<file path="src/rtl/cdb_broadcaster.sv">
`default_nettype none
// ============================================================================
//  Module   : cdb_broadcaster
//  Purpose  : Common data bus result broadcaster. Each functional unit hands
//             over a completed result (tag + value) into its own one-entry
//             holding slot; a round-robin arbiter picks one full slot per
//             clock and broadcasts it on the registered CDB outputs.
//             Tag 0 means "not redirected": such offers are accepted,
//             dropped, and flagged on tag_error for one cycle.
//  Revision : 1.0  initial release
// ----------------------------------------------------------------------------
//  Parameters
//    NUM_SRC    number of functional-unit sources (2..8)
//    DATA_W     result value width
//    TAG_W      reservation-station tag width
//  Ports
//    clock        in   single clock, posedge
//    reset_n      in   asynchronous active-low reset
//    src_valid    in   [NUM_SRC]          per-source result offer
//    src_ready    out  [NUM_SRC]          per-source accept (combinational)
//    src_tag      in   [NUM_SRC*TAG_W]    packed tags, source i at i*TAG_W
//    src_data     in   [NUM_SRC*DATA_W]   packed values, source i at i*DATA_W
//    cdb_write    out  broadcast strobe (registered)
//    cdb_source   out  [TAG_W]  broadcast tag (registered)
//    cdb_data     out  [DATA_W] broadcast value (registered, holds when idle)
//    tag_error    out  one-cycle pulse after a zero-tag offer was discarded
//  Build option
//    CDB_STATS_EN  adds stat_bcast[31:0] (cycles with cdb_write=1) and
//                  stat_stall[31:0] (cycles with a valid but unready source)
// ============================================================================
module cdb_broadcaster #(
  parameter int NUM_SRC = 4,
  parameter int DATA_W  = 32,
  parameter int TAG_W   = 6
) (
  input  logic                      clock,
  input  logic                      reset_n,
  input  logic [NUM_SRC-1:0]        src_valid,
  output logic [NUM_SRC-1:0]        src_ready,
  input  logic [NUM_SRC*TAG_W-1:0]  src_tag,
  input  logic [NUM_SRC*DATA_W-1:0] src_data,
  output logic                      cdb_write,
  output logic [TAG_W-1:0]          cdb_source,
  output logic [DATA_W-1:0]         cdb_data,
  output logic                      tag_error
`ifdef CDB_STATS_EN
  ,
  output logic [31:0]               stat_bcast,
  output logic [31:0]               stat_stall
`endif
);

  localparam int             PTR_W       = (NUM_SRC > 1) ? $clog2(NUM_SRC) : 1;
  localparam logic [PTR_W:0] NUM_SRC_EXT = (PTR_W + 1)'(NUM_SRC);
  localparam logic [PTR_W-1:0] LAST_IDX  = PTR_W'(NUM_SRC - 1);

  // Holding slots
  logic [NUM_SRC-1:0] full_q, full_d;
  logic [TAG_W-1:0]   tag_q  [NUM_SRC];
  logic [TAG_W-1:0]   tag_d  [NUM_SRC];
  logic [DATA_W-1:0]  data_q [NUM_SRC];
  logic [DATA_W-1:0]  data_d [NUM_SRC];

  // Arbiter and broadcast registers
  logic [PTR_W-1:0]   rr_ptr_q, rr_ptr_d;
  logic               cdb_write_q, cdb_write_d;
  logic [TAG_W-1:0]   cdb_source_q, cdb_source_d;
  logic [DATA_W-1:0]  cdb_data_q, cdb_data_d;
  logic               tag_error_q, tag_error_d;

  logic [NUM_SRC-1:0] grant;
  logic [NUM_SRC-1:0] accept;
  logic               any_grant;
  logic [PTR_W-1:0]   win_idx;
  logic [PTR_W:0]     cand;
  logic               zero_hit;

  // --------------------------------------------------------------------------
  // Round-robin pick: scan from rr_ptr upward, wrapping, first full slot wins.
  // The candidate index is kept one bit wider so the wrap is a plain subtract
  // and works for NUM_SRC values that are not a power of two.
  // --------------------------------------------------------------------------
  always_comb begin
    grant     = '0;
    any_grant = 1'b0;
    win_idx   = '0;
    cand      = '0;
    for (int k = 0; k < NUM_SRC; k++) begin
      cand = {1'b0, rr_ptr_q} + (PTR_W + 1)'(k);
      if (cand >= NUM_SRC_EXT) begin
        cand = cand - NUM_SRC_EXT;
      end
      if (!any_grant && full_q[cand[PTR_W-1:0]]) begin
        any_grant = 1'b1;
        win_idx   = cand[PTR_W-1:0];
      end
    end
    if (any_grant) begin
      grant[win_idx] = 1'b1;
    end
  end

  // A slot being drained this cycle may be refilled on the same edge.
  assign src_ready = ~full_q | grant;
  assign accept    = src_valid & src_ready;

  // --------------------------------------------------------------------------
  // Slot update: the drain clears full, a capture on the same edge sets it
  // again. The broadcast below reads tag_q/data_q, so the old result goes out
  // while the new one is stored.
  // --------------------------------------------------------------------------
  always_comb begin
    full_d   = full_q & ~grant;
    tag_d    = tag_q;
    data_d   = data_q;
    zero_hit = 1'b0;
    for (int i = 0; i < NUM_SRC; i++) begin
      if (accept[i]) begin
        if (src_tag[i*TAG_W +: TAG_W] != '0) begin
          full_d[i] = 1'b1;
          tag_d[i]  = src_tag[i*TAG_W +: TAG_W];
          data_d[i] = src_data[i*DATA_W +: DATA_W];
        end else begin
          zero_hit = 1'b1;
        end
      end
    end
  end

  always_comb begin
    cdb_write_d  = any_grant;
    cdb_source_d = any_grant ? tag_q[win_idx] : '0;
    cdb_data_d   = any_grant ? data_q[win_idx] : cdb_data_q;
    tag_error_d  = zero_hit;
    rr_ptr_d     = rr_ptr_q;
    if (any_grant) begin
      rr_ptr_d = (win_idx == LAST_IDX) ? '0 : win_idx + 1'b1;
    end
  end

  always_ff @(posedge clock or negedge reset_n) begin
    if (!reset_n) begin
      full_q       <= '0;
      rr_ptr_q     <= '0;
      cdb_write_q  <= 1'b0;
      cdb_source_q <= '0;
      cdb_data_q   <= '0;
      tag_error_q  <= 1'b0;
      for (int i = 0; i < NUM_SRC; i++) begin
        tag_q[i]  <= '0;
        data_q[i] <= '0;
      end
    end else begin
      full_q       <= full_d;
      rr_ptr_q     <= rr_ptr_d;
      cdb_write_q  <= cdb_write_d;
      cdb_source_q <= cdb_source_d;
      cdb_data_q   <= cdb_data_d;
      tag_error_q  <= tag_error_d;
      for (int i = 0; i < NUM_SRC; i++) begin
        tag_q[i]  <= tag_d[i];
        data_q[i] <= data_d[i];
      end
    end
  end

  assign cdb_write  = cdb_write_q;
  assign cdb_source = cdb_source_q;
  assign cdb_data   = cdb_data_q;
  assign tag_error  = tag_error_q;

`ifdef CDB_STATS_EN
  // Free-running statistics, wrapping naturally at 2^32.
  logic [31:0] stat_bcast_q, stat_bcast_d;
  logic [31:0] stat_stall_q, stat_stall_d;

  always_comb begin
    stat_bcast_d = stat_bcast_q + {31'd0, cdb_write_q};
    stat_stall_d = stat_stall_q + {31'd0, |(src_valid & ~src_ready)};
  end

  always_ff @(posedge clock or negedge reset_n) begin
    if (!reset_n) begin
      stat_bcast_q <= '0;
      stat_stall_q <= '0;
    end else begin
      stat_bcast_q <= stat_bcast_d;
      stat_stall_q <= stat_stall_d;
    end
  end

  assign stat_bcast = stat_bcast_q;
  assign stat_stall = stat_stall_q;
`endif

endmodule
`default_nettype wire

</file>
<file path="config.mk">
export PLATFORM = sky130hd
export DESIGN_NAME = cdb_broadcaster
export DESIGN_NICKNAME = d
export VERILOG_FILES = /design/src/rtl/cdb_broadcaster.sv
export SDC_FILE = /design/constraint.sdc
export NUM_CORES = 1
export LEC_CHECK = 0
export ABC_AREA = 1
export CORE_UTILIZATION = 45
export CTS_BUF_LIST = sky130_fd_sc_hd__clkbuf_8 sky130_fd_sc_hd__clkbuf_16
export CTS_CLUSTER_DIAMETER = 80
export DETAILED_ROUTE_END_ITERATION = 7
export HOLD_SLACK_MARGIN = 0.06
export PLACE_DENSITY = 0.77
export SLEW_MARGIN = 20
export SYNTH_ARGS = -nofsm -noshare
export SYNTH_HDL_FRONTEND = slang
export SYNTH_SLANG_ARGS = --single-unit
</file>
<file path="constraint.sdc">
create_clock -name clock -period 5.9 [get_ports clock]
set_clock_uncertainty 0.05 [all_clocks]
set_input_delay 1.18 -clock clock [delete_from_list [all_inputs] [get_ports clock]]
set_output_delay 1.18 -clock clock [all_outputs]
set_load 0.02 [all_outputs]
</file>
==> results of run 1 <==
## final timing paths
kind,start,endpoint,slack [ns],depth (start not counted)
worst max-delay path,rr_ptr_q[0]$_DFFE_PN0P_,src_ready[0],1.33,12
worst min-delay path,tag_q[5]$_DFFE_PN0P_,tag_q[5]$_DFFE_PN0P_,0.42,2
worst max register to register,rr_ptr_q[0]$_DFFE_PN0P_,data_q[107]$_DFFE_PN0P_,1.95,15
worst min register to register,tag_q[5]$_DFFE_PN0P_,tag_q[5]$_DFFE_PN0P_,0.42,2
max in group asynchronous,reset_n,tag_q[4]$_DFFE_PN0P_,3.65,2
min in group asynchronous,reset_n,data_q[97]$_DFFE_PN0P_,0.84,1
## cell usage in the layout (no fill, tap or decap), types with 11 or more instances in the layout
cell             count
a21oi_1            110
a21oi_2             29
buf_4               13
clkbuf_16           17
clkdlybuf4s50_1    200
dfrtp_1            198
inv_1              163
nand2_1            275
nand3_1            154
nand3b_1            14
nor2_1             135
o21ai_0             11
## synthesized netlist by cell type (all sizes together)
cell | count | area share
o21ai | 18 | 0.0098
nand2 | 285 | 0.11
nand3 | 162 | 0.088
ha | 4 | 0.0052
inv | 166 | 0.065
nor4 | 4 | 0.0026
nand3b | 14 | 0.011
dfrtp | 198 | 0.52
clkbuf | 12 | 0.0047
buf | 61 | 0.042
o31ai | 1 | 0.00078
a21oi | 139 | 0.084
nand4 | 1 | 0.00065
nor2 | 137 | 0.055
## state kept, by name, indices dropped and copies added, names as in the netlist
signal	cells
tag_q	24
cdb_data	32
data_q	128
full_q	4
tag_error	1
rr_ptr_q	2
cdb_source	6
cdb_write	1
## metal layers
layer	GRT usage	routed length, um	vias up
met1	0.322	11100	3996
met4	0.0814	524	0
met2	0.407	12200	287
met3	0.0383	1520	42
met5	0	0	-
li1	-	-	4076
## cells by family after synthesis
group,Yosys count,share of synthesized area
compound gates,158,0.0945
flops,198,0.517
buf+inv,239,0.112
simple gates,603,0.272
fa+ha+maj,4,0.00522
## worst max-delay path: cells and delay by family, from the launching register on
| kind | cells | cell delay [ns] |
|---|---|---|
| and+or+nand+nor | 9 | 1.30 |
| buffers and inverters | 2 | 0.77 |
| DFF | 1 | 0.58 |
| adders and majority gates | 1 | 0.25 |
## cell type report
cell class                 count  area [um2]
fill                        1896        8760
sequential                   198        4950
multi-input combinational    765        3580
timing repair buffer         214        2110
inverter                     166         623
clock buffer                  18         439
tap                          275         344
clock inverter                14         139
antenna                        1        2.50
## metrics by stage
stage / power [mW] / area, um2 / hold WS [ns]
after global placement: 7.38 / 11600 / 0.399
after floorplan: 6.25 / 9590 / 0.383
after detailed placement: 7.55 / 11600 / 0.409
after global routing: 9.53 / 12200 / 0.438
after CTS: 8.75 / 12200 / 0.427
final: 8.70 / 12200 / 0.424
## where the power goes
part | switching (mW) | internal [mW]
sequential | 0.250 | 2.09
clock | 0.546 | 0.607
combinational | 3.45 | 1.76
==> qor.csv, run 1 <==
metric,value,unit
outcome,"finished, final reports clean",
flip-flop and latch count after synthesis,198,
cell chain of the critical path,"inv_2, nand2_1, nand3_2, nand2_2, nor2_4, nand3_1, nand2_1, nor2_4, ha_1, nand2_1, nand2_2, clkdlybuf4s50_1",
detailed-route wire length per cell,15.3,um
clock latency of the later-clocked register in the worst-skew pair,0.43,ns
peak fanout along the critical path,22,
highest-delay cell along the critical path,clkdlybuf4s50_1,
Clk Tree Root Cell,clkbuf_16,
setup fix buffers added after clock tree synthesis,0,
via count normalized by instance count,5.09,
slew of the pin with the lowest slew margin,0.958,ns
number of antenna violations at the first check in global routing,1,
data arrival time of the critical path,3.34,ns
total I/O pin count,202,
"Hold-fix buffers, CTS",0,
Final ANT Viol Nets,0,
final layout net count,1524,
final critical-path required period,4.57,ns
RD Place Congestion,0.798,
capturing element type of the critical path,primary output,
IR Drop Worst-Case VDD,0.617,mV
Max Clock Freq,219,MHz
TritonCTS clock tree,yes,
overall overflow remaining after global route,0,
total power per unit cell area,714,mW/mm2
setup repair after global routing missed its margin,no,
Max Transition Viols Final,0,
kind of start point of the critical path,register,
DRC violation total after the first TritonRoute iteration,659,
residual DRC count,0,
worst min-delay path class,reg -> reg,
global-route wire length before repair,41.7,mm
Tcrit/Tclk final,0.774,
Worst slew margin,0.361,
clock transition at the registers of the reported paths,0.07,ns
core area,0.0210,mm2
number of instances in the synthesized netlist,1202,
Post-Synthesis Cell Area,0.00959,mm2
largest net degree at the start of global routing,110,
number of cells in the finished layout apart from fillers,1651,
Post-Place Cells,1618,
All-Layer GR Usage,0.243,
wire length after detailed routing,25.3,mm
Synthesis Warnings,0,
Post-Synthesis Net Count,1364,
Lkg Pwr,6.08,nW
"Setup violations, final",0,
Vias,8401,
DPL Wire Length,16.3,mm
Die W,148,um
H-tree lvl count,4,
final setup margin,1.33,ns
utilization of the core after routing,0.582,
required time worst endpoint,4.67,ns
sequential fraction of the synthesis area,0.517,
Num CTS Buffers,17,
number of max-cap violations,0,
die area,0.0219,mm2
CTS resizes,0,
type of the worst setup path,reg -> out,
share of final-layout standard cells stronger than drive strength 1,0.0720,
via count of the first global-routing pass,8328,
mean instance size in the synthesized netlist,7.98,um2
Die Height,148,um
number of detailed-routing iterations run before antenna repair,5,
Critical Path Most Common Cell,nand2_1,
buffer levels on the longest clock path,2,
starting density of the core,0.458,
placement-stage worst setup slack,1.82,ns
Core Rows,53,
final hold viol count,0,
layout overhead on the synthesized area,27.2,%
number of buffer cells added on primary ports,201,
number of distinct standard cells referenced by the synthesized netlist,26,
clk sink count,198,
Fin Setup TNS,0,ns
largest stage delay on the critical path,0.62,ns
Power figures use the tool's default switching activity.
==> run 2: changes to the inputs <==
==> constraint.sdc (replaced) <==
create_clock -name clock -period 4.45 [get_ports clock]
set_clock_uncertainty 0.05 [all_clocks]
set_input_delay 0.89 -clock clock [delete_from_list [all_inputs] [get_ports clock]]
set_output_delay 0.89 -clock clock [all_outputs]
set_load 0.02 [all_outputs]
==> run 2 against run 1 <==
  * First-iteration DRC count fell by 16%
  * Combinational power up 35%
  * Sequential share of layout area decreased by 0.12 points
  * Final cell count about the same
  * Critical endpoint unchanged
  * Worst hold slack lost 0.0021 ns
==> qor.csv, run 2 (synthesis gave the netlist of run 1 again) <==
metric,value,unit,change
Worst slew margin,0.391,,was 0.361
number of antenna violations at the first check in global routing,0,,was 1
Worst Setup EP,src_ready[0],,unchanged
via count normalized by instance count,5.09,,about the same
setup fix buffers added after clock tree synthesis,0,,unchanged
r2r startpoint,rr_ptr_q[0]$_DFFE_PN0P_,,unchanged
kind of start point of the critical path,register,,unchanged
Final ANT Viol Nets,0,,unchanged
Clk Tree Root Cell,clkbuf_16,,unchanged
final hold viol count,0,,unchanged
uppermost layer routed,met4,,unchanged
"most common cell after layout, fill and taps aside",nand2_1,,unchanged
setup slack of the worst register-to-register path,0.93,ns,was 1.95 ns
wire length after detailed routing,25.7,mm,was 25.3 mm
number of detailed-routing iterations run before antenna repair,5,,unchanged
Max Clock Freq,242,MHz,
cell area after layout,0.0122,mm2,about the same
overall overflow remaining after global route,0,,unchanged
peak fanout along the critical path,21,,was 22
Die Height,148,um,unchanged
RD Place Congestion,0.860,,was 0.798
detailed-route wire length per cell,15.6,um,was 15.3 um
clk sink count,198,,unchanged
Tcrit/Tclk final,0.929,,
Die W,148,um,unchanged
residual DRC count,0,,unchanged
largest net degree at the start of global routing,90,,was 110
detailed route wirelength on metal3,1.60,mm,was 1.52 mm
Reg with most FFs,data_q,,unchanged
required time worst endpoint,3.51,ns,was 4.67 ns
final critical-path required period,4.14,ns,
share of final-layout standard cells stronger than drive strength 1,0.0726,,was 0.0720
Max Transition Viols Final,0,,unchanged
data arrival time of the critical path,3.20,ns,was 3.34 ns
DRC violation total after the first TritonRoute iteration,552,,was 659
critical path launch point,rr_ptr_q[0]$_DFFE_PN0P_,,unchanged
type of the worst setup path,reg -> out,,unchanged
CTS resizes,0,,unchanged
"Setup violations, final",0,,unchanged
global-route wire length before repair,41.9,mm,was 41.7 mm
TritonCTS clock tree,yes,,unchanged
total power per unit cell area,949,mW/mm2,was 714 mW/mm2
die area,0.0219,mm2,unchanged
H-tree lvl count,4,,unchanged
capturing element type of the critical path,primary output,,unchanged
via count of the first global-routing pass,8328,,unchanged
outcome,"finished, final reports clean",,unchanged
All-Layer GR Usage,0.246,,was 0.243
placed cell areas,0.0117,mm2,was 0.0116 mm2
Fin Setup TNS,0,ns,unchanged
total I/O pin count,202,,unchanged
worst min-delay path class,reg -> reg,,unchanged
Lkg Pwr,6.10,nW,was 6.08 nW
"Hold-fix buffers, CTS",0,,unchanged
met2 routed WL,12.4,mm,was 12.2 mm
Num CTS Buffers,17,,unchanged
IR Drop Worst-Case VDD,0.732,mV,was 0.617 mV
M1 WL,11.3,mm,was 11.1 mm
ANT cells,0,,was 1
clock latency of the later-clocked register in the worst-skew pair,0.43,ns,about the same
layout overhead on the synthesized area,27.6,%,was 27.2%
capture point of the worst reg-to-reg path,data_q[119]$_DFFE_PN0P_,,was data_q[107]$_DFFE_PN0P_
number of buffer cells added on primary ports,201,,unchanged
most frequent cells in the layout,"nand2_1 (275), clkdlybuf4s50_1 (200), dfrtp_1 (198)",,unchanged
final layout net count,1526,,was 1524
setup repair after global routing missed its margin,no,,unchanged
clock transition at the registers of the reported paths,0.07,ns,about the same
number of cell instances on the worst register-to-register path,17,,was 15
buffer levels on the longest clock path,2,,unchanged
Vias,8406,,was 8401
number of flip-flops under the largest register name,128,,unchanged
slew of the pin with the lowest slew margin,0.914,ns,was 0.958 ns
number of max-cap violations,0,,unchanged
starting density of the core,0.458,,unchanged
Core Rows,53,,unchanged
DPL Wire Length,16.7,mm,was 16.3 mm
core area,0.0210,mm2,unchanged
-- run 2: cell count changes in the layout (fill, tap and decap cells not counted), sizes merged --
cell,change
buf,+2
clkinv,-2
clkinvlp,+2
diode,-1
-- run 2: critical path, stage by stage, from the launching register on --
cell             delay (ns)
dfrtp_1                0.52
inv_2                  0.19
nand2_1                0.06
nand2_1                0.12
nand2_1                0.09
nand2_1                0.12
nor2_4                 0.06
nand3_1                0.10
nand2_1                0.10
nor2_4                 0.09
buf_4                  0.28
ha_1                   0.22
nand2_1                0.07
nand2_2                0.13
clkdlybuf4s50_1        0.63
-- run 2: how the worst min path moves through the flow --
stage                                  to  depth (start not counted)                  start  slack [ns]
floorplan            tag_q[2]$_DFFE_PN0P_                          2   tag_q[2]$_DFFE_PN0P_        0.38
global placement     tag_q[2]$_DFFE_PN0P_                          2   tag_q[2]$_DFFE_PN0P_        0.40
detailed placement   tag_q[2]$_DFFE_PN0P_                          2   tag_q[2]$_DFFE_PN0P_        0.40
CTS                  tag_q[2]$_DFFE_PN0P_                          2   tag_q[2]$_DFFE_PN0P_        0.42
global route        tag_q[12]$_DFFE_PN0P_                          2  tag_q[12]$_DFFE_PN0P_        0.45
finish               tag_q[2]$_DFFE_PN0P_                          2   tag_q[2]$_DFFE_PN0P_        0.42
-- run 2: per-layer routing --
metal / vias to the layer above / GRT usage
met5: - / 0
met4: 0 / 0.0830
met3: 34 / 0.0398
met2: 299 / 0.405
met1: 4001 / 0.329
li1: 4072 / -
-- run 2: layout make-up --
type,count,area [um2]
flip-flops and latches,198,4950
clock buffers,18,439
fillers,1897,8720
repair buffers,216,2170
inverters,166,623
multi-input cells,765,3580
clock inverters,14,124
well taps,275,344
-- run 2: metrics by stage --
step                cells  utilization  power [mW]  hold WS (ns)  setup WS, ns
detailed placement   1620        0.557        10.1         0.401         0.777
global route         1652        0.584        12.6         0.451        0.0993
global placement     1620        0.557        9.90         0.399         0.901
CTS                  1652        0.584        11.7         0.419         0.294
floorplan            1202            -        8.28         0.383          1.57
finish               1652        0.584        11.6         0.422         0.315
-- run 2: where the power goes --
| group | switching (mW) | total, mW | leakage (nW) | internal [mW] |
|---|---|---|---|---|
| clock | 0.702 | 1.49 | 0.275 | 0.792 |
| sequential | 0.339 | 3.11 | 2.21 | 2.77 |
| combinational | 4.62 | 7.01 | 3.61 | 2.38 |
| total | 5.66 | 11.6 | 6.10 | 5.95 |
==> RTL change 1 (settings of run 2) <==
The parameter `TAG_W` goes from 6 to 12.
--- a/src/rtl/cdb_broadcaster.sv
+++ b/src/rtl/cdb_broadcaster.sv
@@ -33,3 +33,3 @@
   parameter int DATA_W  = 32,
-  parameter int TAG_W   = 6
+  parameter int TAG_W   = 12
 ) (
Ports: changed (resized cdb_source and src_tag); port bits go from 202 to 232. The function was not compared with the original's and may differ.
==> RTL change 1 against run 2 <==
Largest cell class unchanged. Final cell count increased by 14%. Routed wire length increased by 16%. Clock power increased by 52%. Power increased by 18%. Highest routed layer unchanged. First-iteration DRC count increased by 4.3%. Cell area increased by 16%. Largest power group unchanged. Synthesized area increased by 13%. Worst setup slack got worse by 0.033 ns. Sequential cell count increased by 30.
==> RTL change 1: results <==
{
  "worst_setup_path_endpoint": "src_ready[1]",
  "status": "finished, final reports clean",
  "layout.buffer.nonclock.area_share_pct": 17.10,
  "crit_start": "rr_ptr_q[0]$_DFFE_PN0P_",
  "num-nonclk-buffers": 241,
  "worst-slew-pin-transition_ns": 1.070,
  "drt_wl_total_um": 29920,
  "drive_above_1_share_pct": 5.637,
  "finish.net_count": 1728,
  "post_synth_fa_ha_maj_area_fraction_pct": 0.4639,
  "nNonClkInverters": 188,
  "seq_power_share_pct": 26.2,
  "place.port_buffers": 231,
  "ir_worst_vdd_uv": 796.6,
  "powerSeq_mw": 3.58,
  "largest_net_degree_at_the_start_of_global_routing": 96,
  "route.top_layer_used": "met4",
  "timing.reg2reg.worst_path_depth": 16,
  "largest_register_ffs": 128,
  "ff_latch_area_um2": 5707,
  "route.met3.wl_um": 1888,
  "hpwlAfterDp_um": 19360,
  "multi_input_cells": 858,
  "grt_usage_pct": 24.78,
  "synth.yosys.seq_area_share_pct": 52.89,
  "gpl.final_weighted_congestion": 0.8558,
  "critical_path.reg2reg.endpoint": "data_q[28]$_DFFE_PN0P_",
  "post_synth_main_area_contributors": "dfrtp_1 53%, nand2_1 10%, nand3_1 7.7%, a21oi_1 7.1%, inv_1 6.4%",
  "critical-path-top-delay-family": "simple AND/OR/NAND/NOR gates",
  "worst_skew_pair.late_latency_ns": 0.52,
  "seq_cell_count": 228,
  "grt_use_met1_pct": 34.63,
  "count_of_clock_buffers_in_the_final_design": 34,
  "layout.filler_cells": 2056,
  "numCtsBuffers": 25,
  "grt_antenna_before_repair": 1,
  "clockNetworkAreaShare_pct": 6.471,
  "vias": 9589,
  "post_synth_most_frequent_cells": "291 x nand2_1, 228 x dfrtp_1, 184 x inv_1, 166 x nand3_1, 154 x a21oi_1",
  "antennaDiodeCount": 1,
  "multi_input_area_share_pct": 28.29,
  "clockNetworkPower_mw": 2.26,
  "drc_violation_total_after_the_first_tritonroute_iteration": 576,
  "grt_pass1_vias": 9202,
  "synth_compound_gate_area_share_pct": 9.232,
  "grtUsageMet3_pct": 3.019,
  "critPathArrivalTime_ns": 3.23,
  "sw_frac_of_total_pct": 47.23,
  "syn-num-nets": 1540,
  "biggest_fanout_along_the_worst_timing_path": 30
}
[RTL change 1: cell types whose count changed after synthesis, moves of 12 or more]
| cell | change |
|---|---|
| a21oi_2 | -20 |
| buf_2 | +20 |
| nor2_1 | +17 |
| nand2_1 | +15 |
| o21ai_0 | +15 |
| inv_1 | +21 |
| nand3b_1 | +12 |
| a21oi_1 | +44 |
| dfrtp_1 | +30 |
[RTL change 1: through the flow]
stage | instances | area, um2 | setup WS (ns) | hold slack (ns)
3_3_place_gp | 1834 | 13220 | 0.7057 | 0.3996
6_report | 1881 | 14150 | 0.2814 | 0.2885
2_1_floorplan | 1354 | 10790 | 1.675 | 0.3832
3_5_place_dp | 1834 | 13220 | 0.6728 | 0.4006
5_1_grt | 1881 | 14150 | 0.01318 | 0.3399
4_1_cts | 1880 | 14140 | 0.1129 | 0.3232
==> RTL change 2 (settings of run 2) <==
Without the edit above. Put one more register stage on the output `tag_error`, cleared by the reset. The value now appears one clock later. The other outputs are not delayed to match. Comments in the files are not updated.
--- a/src/rtl/cdb_broadcaster.sv
+++ b/src/rtl/cdb_broadcaster.sv
@@ -169,3 +169,9 @@
   assign cdb_data   = cdb_data_q;
-  assign tag_error  = tag_error_q;
+  always_ff @(posedge clock or negedge reset_n) begin
+    if (!reset_n) begin
+      tag_error <= '0;
+    end else begin
+      tag_error <= tag_error_q;
+    end
+  end
 
Function: changed (Yosys sat finds a counterexample within 4 cycles, from zero or initial values and one cycle with reset_n low).
==> RTL change 2 against run 2 <==
Routed wire length shrank 0.59%. Synthesized cell count is essentially flat. Sequential cell count grew 1. Power shrank 0.27%. Sequential power is essentially flat. Non-clock buffer count shrank 2. Combinational power shrank 0.6%. Sequential share of layout area grew 0.097 points. Worst setup slack lost 0.020 ns. Via count shrank 0.95%. Cell area grew 0.27%. Synthesized area grew 0.26%. Core utilization grew 0.16 points. Highest routed layer unchanged.
==> RTL change 2: results <==
{
  "status": "finished, final reports clean",
  "syn-instance-count": 1203,
  "cts.repair_timing.setup_buffer_count": 0,
  "synth.yosys.seq_area_share_pct": 51.80,
  "ys_warn_count": 0,
  "cts_clock_pin_slew_for_the_worst_setup_and_hold_paths_ns": 0.07,
  "end_kind": "primary output",
  "drt_wl_total_um": 25570,
  "cts_max_level": 4,
  "cellLeakagePower_nw": 6.112,
  "synth_cell_types": 26,
  "ir_worst_vdd_uv": 563.8,
  "largest-register": "data_q",
  "numCtsBuffers": 17,
  "post_synth_most_frequent_cells": "276 x nand2_1, 199 x dfrtp_1, 163 x inv_1, 155 x nand3_1, 135 x nor2_1",
  "grt_pass1_vias": 8137,
  "critical_path.reg2reg.endpoint": "data_q[4]$_DFFE_PN0P_",
  "critPathMaxStageDelay_ns": 0.62,
  "critical-path-top-delay-family": "simple AND/OR/NAND/NOR gates",
  "ctsLongestPathBuffers": 2,
  "place.port_buffers": 201,
  "worstHoldPathCells": 0,
  "finish.net_count": 1525,
  "hold_path_startpoint": "tag_error_q$_DFF_PN0_",
  "antennaDiodeCount": 0,
  "drt-vias-per-instance": 5.043,
  "rr_startpoint": "rr_ptr_q[0]$_DFFE_PN0P_",
  "finalHoldViolations": 0,
  "post_synth_main_area_contributors": "dfrtp_1 52%, nand2_1 11%, nand3_1 8.1%, inv_1 6.4%, a21oi_1 5.7%",
  "placement.cell_area_um2": 11690,
  "r2r_setup_slack_ns": 0.98,
  "cts_root_buf": "clkbuf_16",
  "largest_register_ffs": 128,
  "timing.reg2reg.worst_path_depth": 14,
  "wire_length_of_the_first_global_routing_pass_um": 41730,
  "min_path_type": "reg2reg",
  "post-place-cells": 1619,
  "drc_violation_total_after_the_first_tritonroute_iteration": 551,
  "drive_above_1_share_pct": 7.122,
  "worst_skew_pair.late_latency_ns": 0.43,
  "biggest_fanout_along_the_worst_timing_path": 21,
  "min_delay_worst_endpoint": "tag_error$_DFF_PN0_",
  "ys.flop_type": "dfrtp_1",
  "final_cells": 1651,
  "grt_usage_pct": 24.41,
  "gpl.final_weighted_congestion": 0.8802,
  "largest_net_degree_at_the_start_of_global_routing": 87,
  "syn-num-nets": 1365,
  "post_cts.resized_instances": 0,
  "grt_antenna_before_repair": 0,
  "placement.setup.worst_slack_ns": 0.6425,
  "firstDrtPassIters": 6,
  "hpwlAfterDp_um": 16540,
  "worst-slew-pin-transition_ns": 0.9342,
  "critPathArrivalTime_ns": 3.22
}
RTL change 2: cell types whose count changed in the layout (fill, tap and decap cells not counted), sizes merged:
cell      change
buf           -2
clkinv        +2
clkinvlp      -1
dfrtp         +1
inv           -1
RTL change 2: stage by stage:
stage	utilization, %	hold slack, ns
2_1_floorplan	-	0.2812
3_3_place_gp	55.79	0.2921
3_5_place_dp	55.79	0.2918
4_1_cts	58.48	0.3083
5_1_grt	58.52	0.3305
6_report	58.52	0.3054
RTL change 2: worst max-delay path by stage:
stage / startpoint / end / slack [ns] / cells after the start
6_report: rr_ptr_q[0]$_DFFE_PN0P_ / src_ready[3] / 0.29 / 12
5_1_grt: rr_ptr_q[0]$_DFFE_PN0P_ / src_ready[3] / 0.08 / 12
4_1_cts: rr_ptr_q[0]$_DFFE_PN0P_ / src_ready[3] / 0.15 / 11
3_5_place_dp: rr_ptr_q[0]$_DFFE_PN0P_ / src_ready[3] / 0.64 / 11
3_3_place_gp: rr_ptr_q[0]$_DFFE_PN0P_ / src_ready[3] / 0.75 / 11
2_1_floorplan: rr_ptr_q[0]$_DFFE_PN0P_ / src_ready[3] / 1.57 / 15
RTL change 2: power by group:
part	switching (mW)	internal, mW
Combinational	4.59	2.38
Sequential	0.343	2.78
Clock	0.700	0.792
RTL change 2: worst reg2reg max path, cell delays in order, from the launching register on:
cell and delay [ns]:
dfrtp_1 0.61, inv_2 0.14, nand2_1 0.09, nand2_1 0.09
nand2_1 0.11, nand2_1 0.09, nor2_4 0.14, nand3_1 0.15
nand3_4 0.30, ha_1 0.24, nand2_1 0.07, nand2_2 0.14
nand3_4 0.65, nor2_1 0.40, a21oi_1 0.07
RTL change 2: final cells by class:
cell class	instances	area, um2
tap	275	344.1
sequential	199	4980
fill	1946	8692
clock buffer	18	439.2
timing repair buffer	214	2151
clock inverter	14	126.4
inverter	166	623.1
multi-input combinational	765	3600
RTL change 2: logic make-up (layout without fill, tap and decap cells):
group           count (synthesis)  in the layout  synth area share [%]
buf+inv                       239            412                 11.17
compound gates                158            158                 9.423
simple gates                  603            603                 27.09
fa+ha+maj                       4              4                0.5207
flops                         199            199                 51.80
RTL change 2: metal layers:
metal  track usage, %  part of all wire (%)
met5                0                     0
met4            6.134                   1.0
met3            4.571                   6.1
met2            39.65                    48
met1            33.66                    45
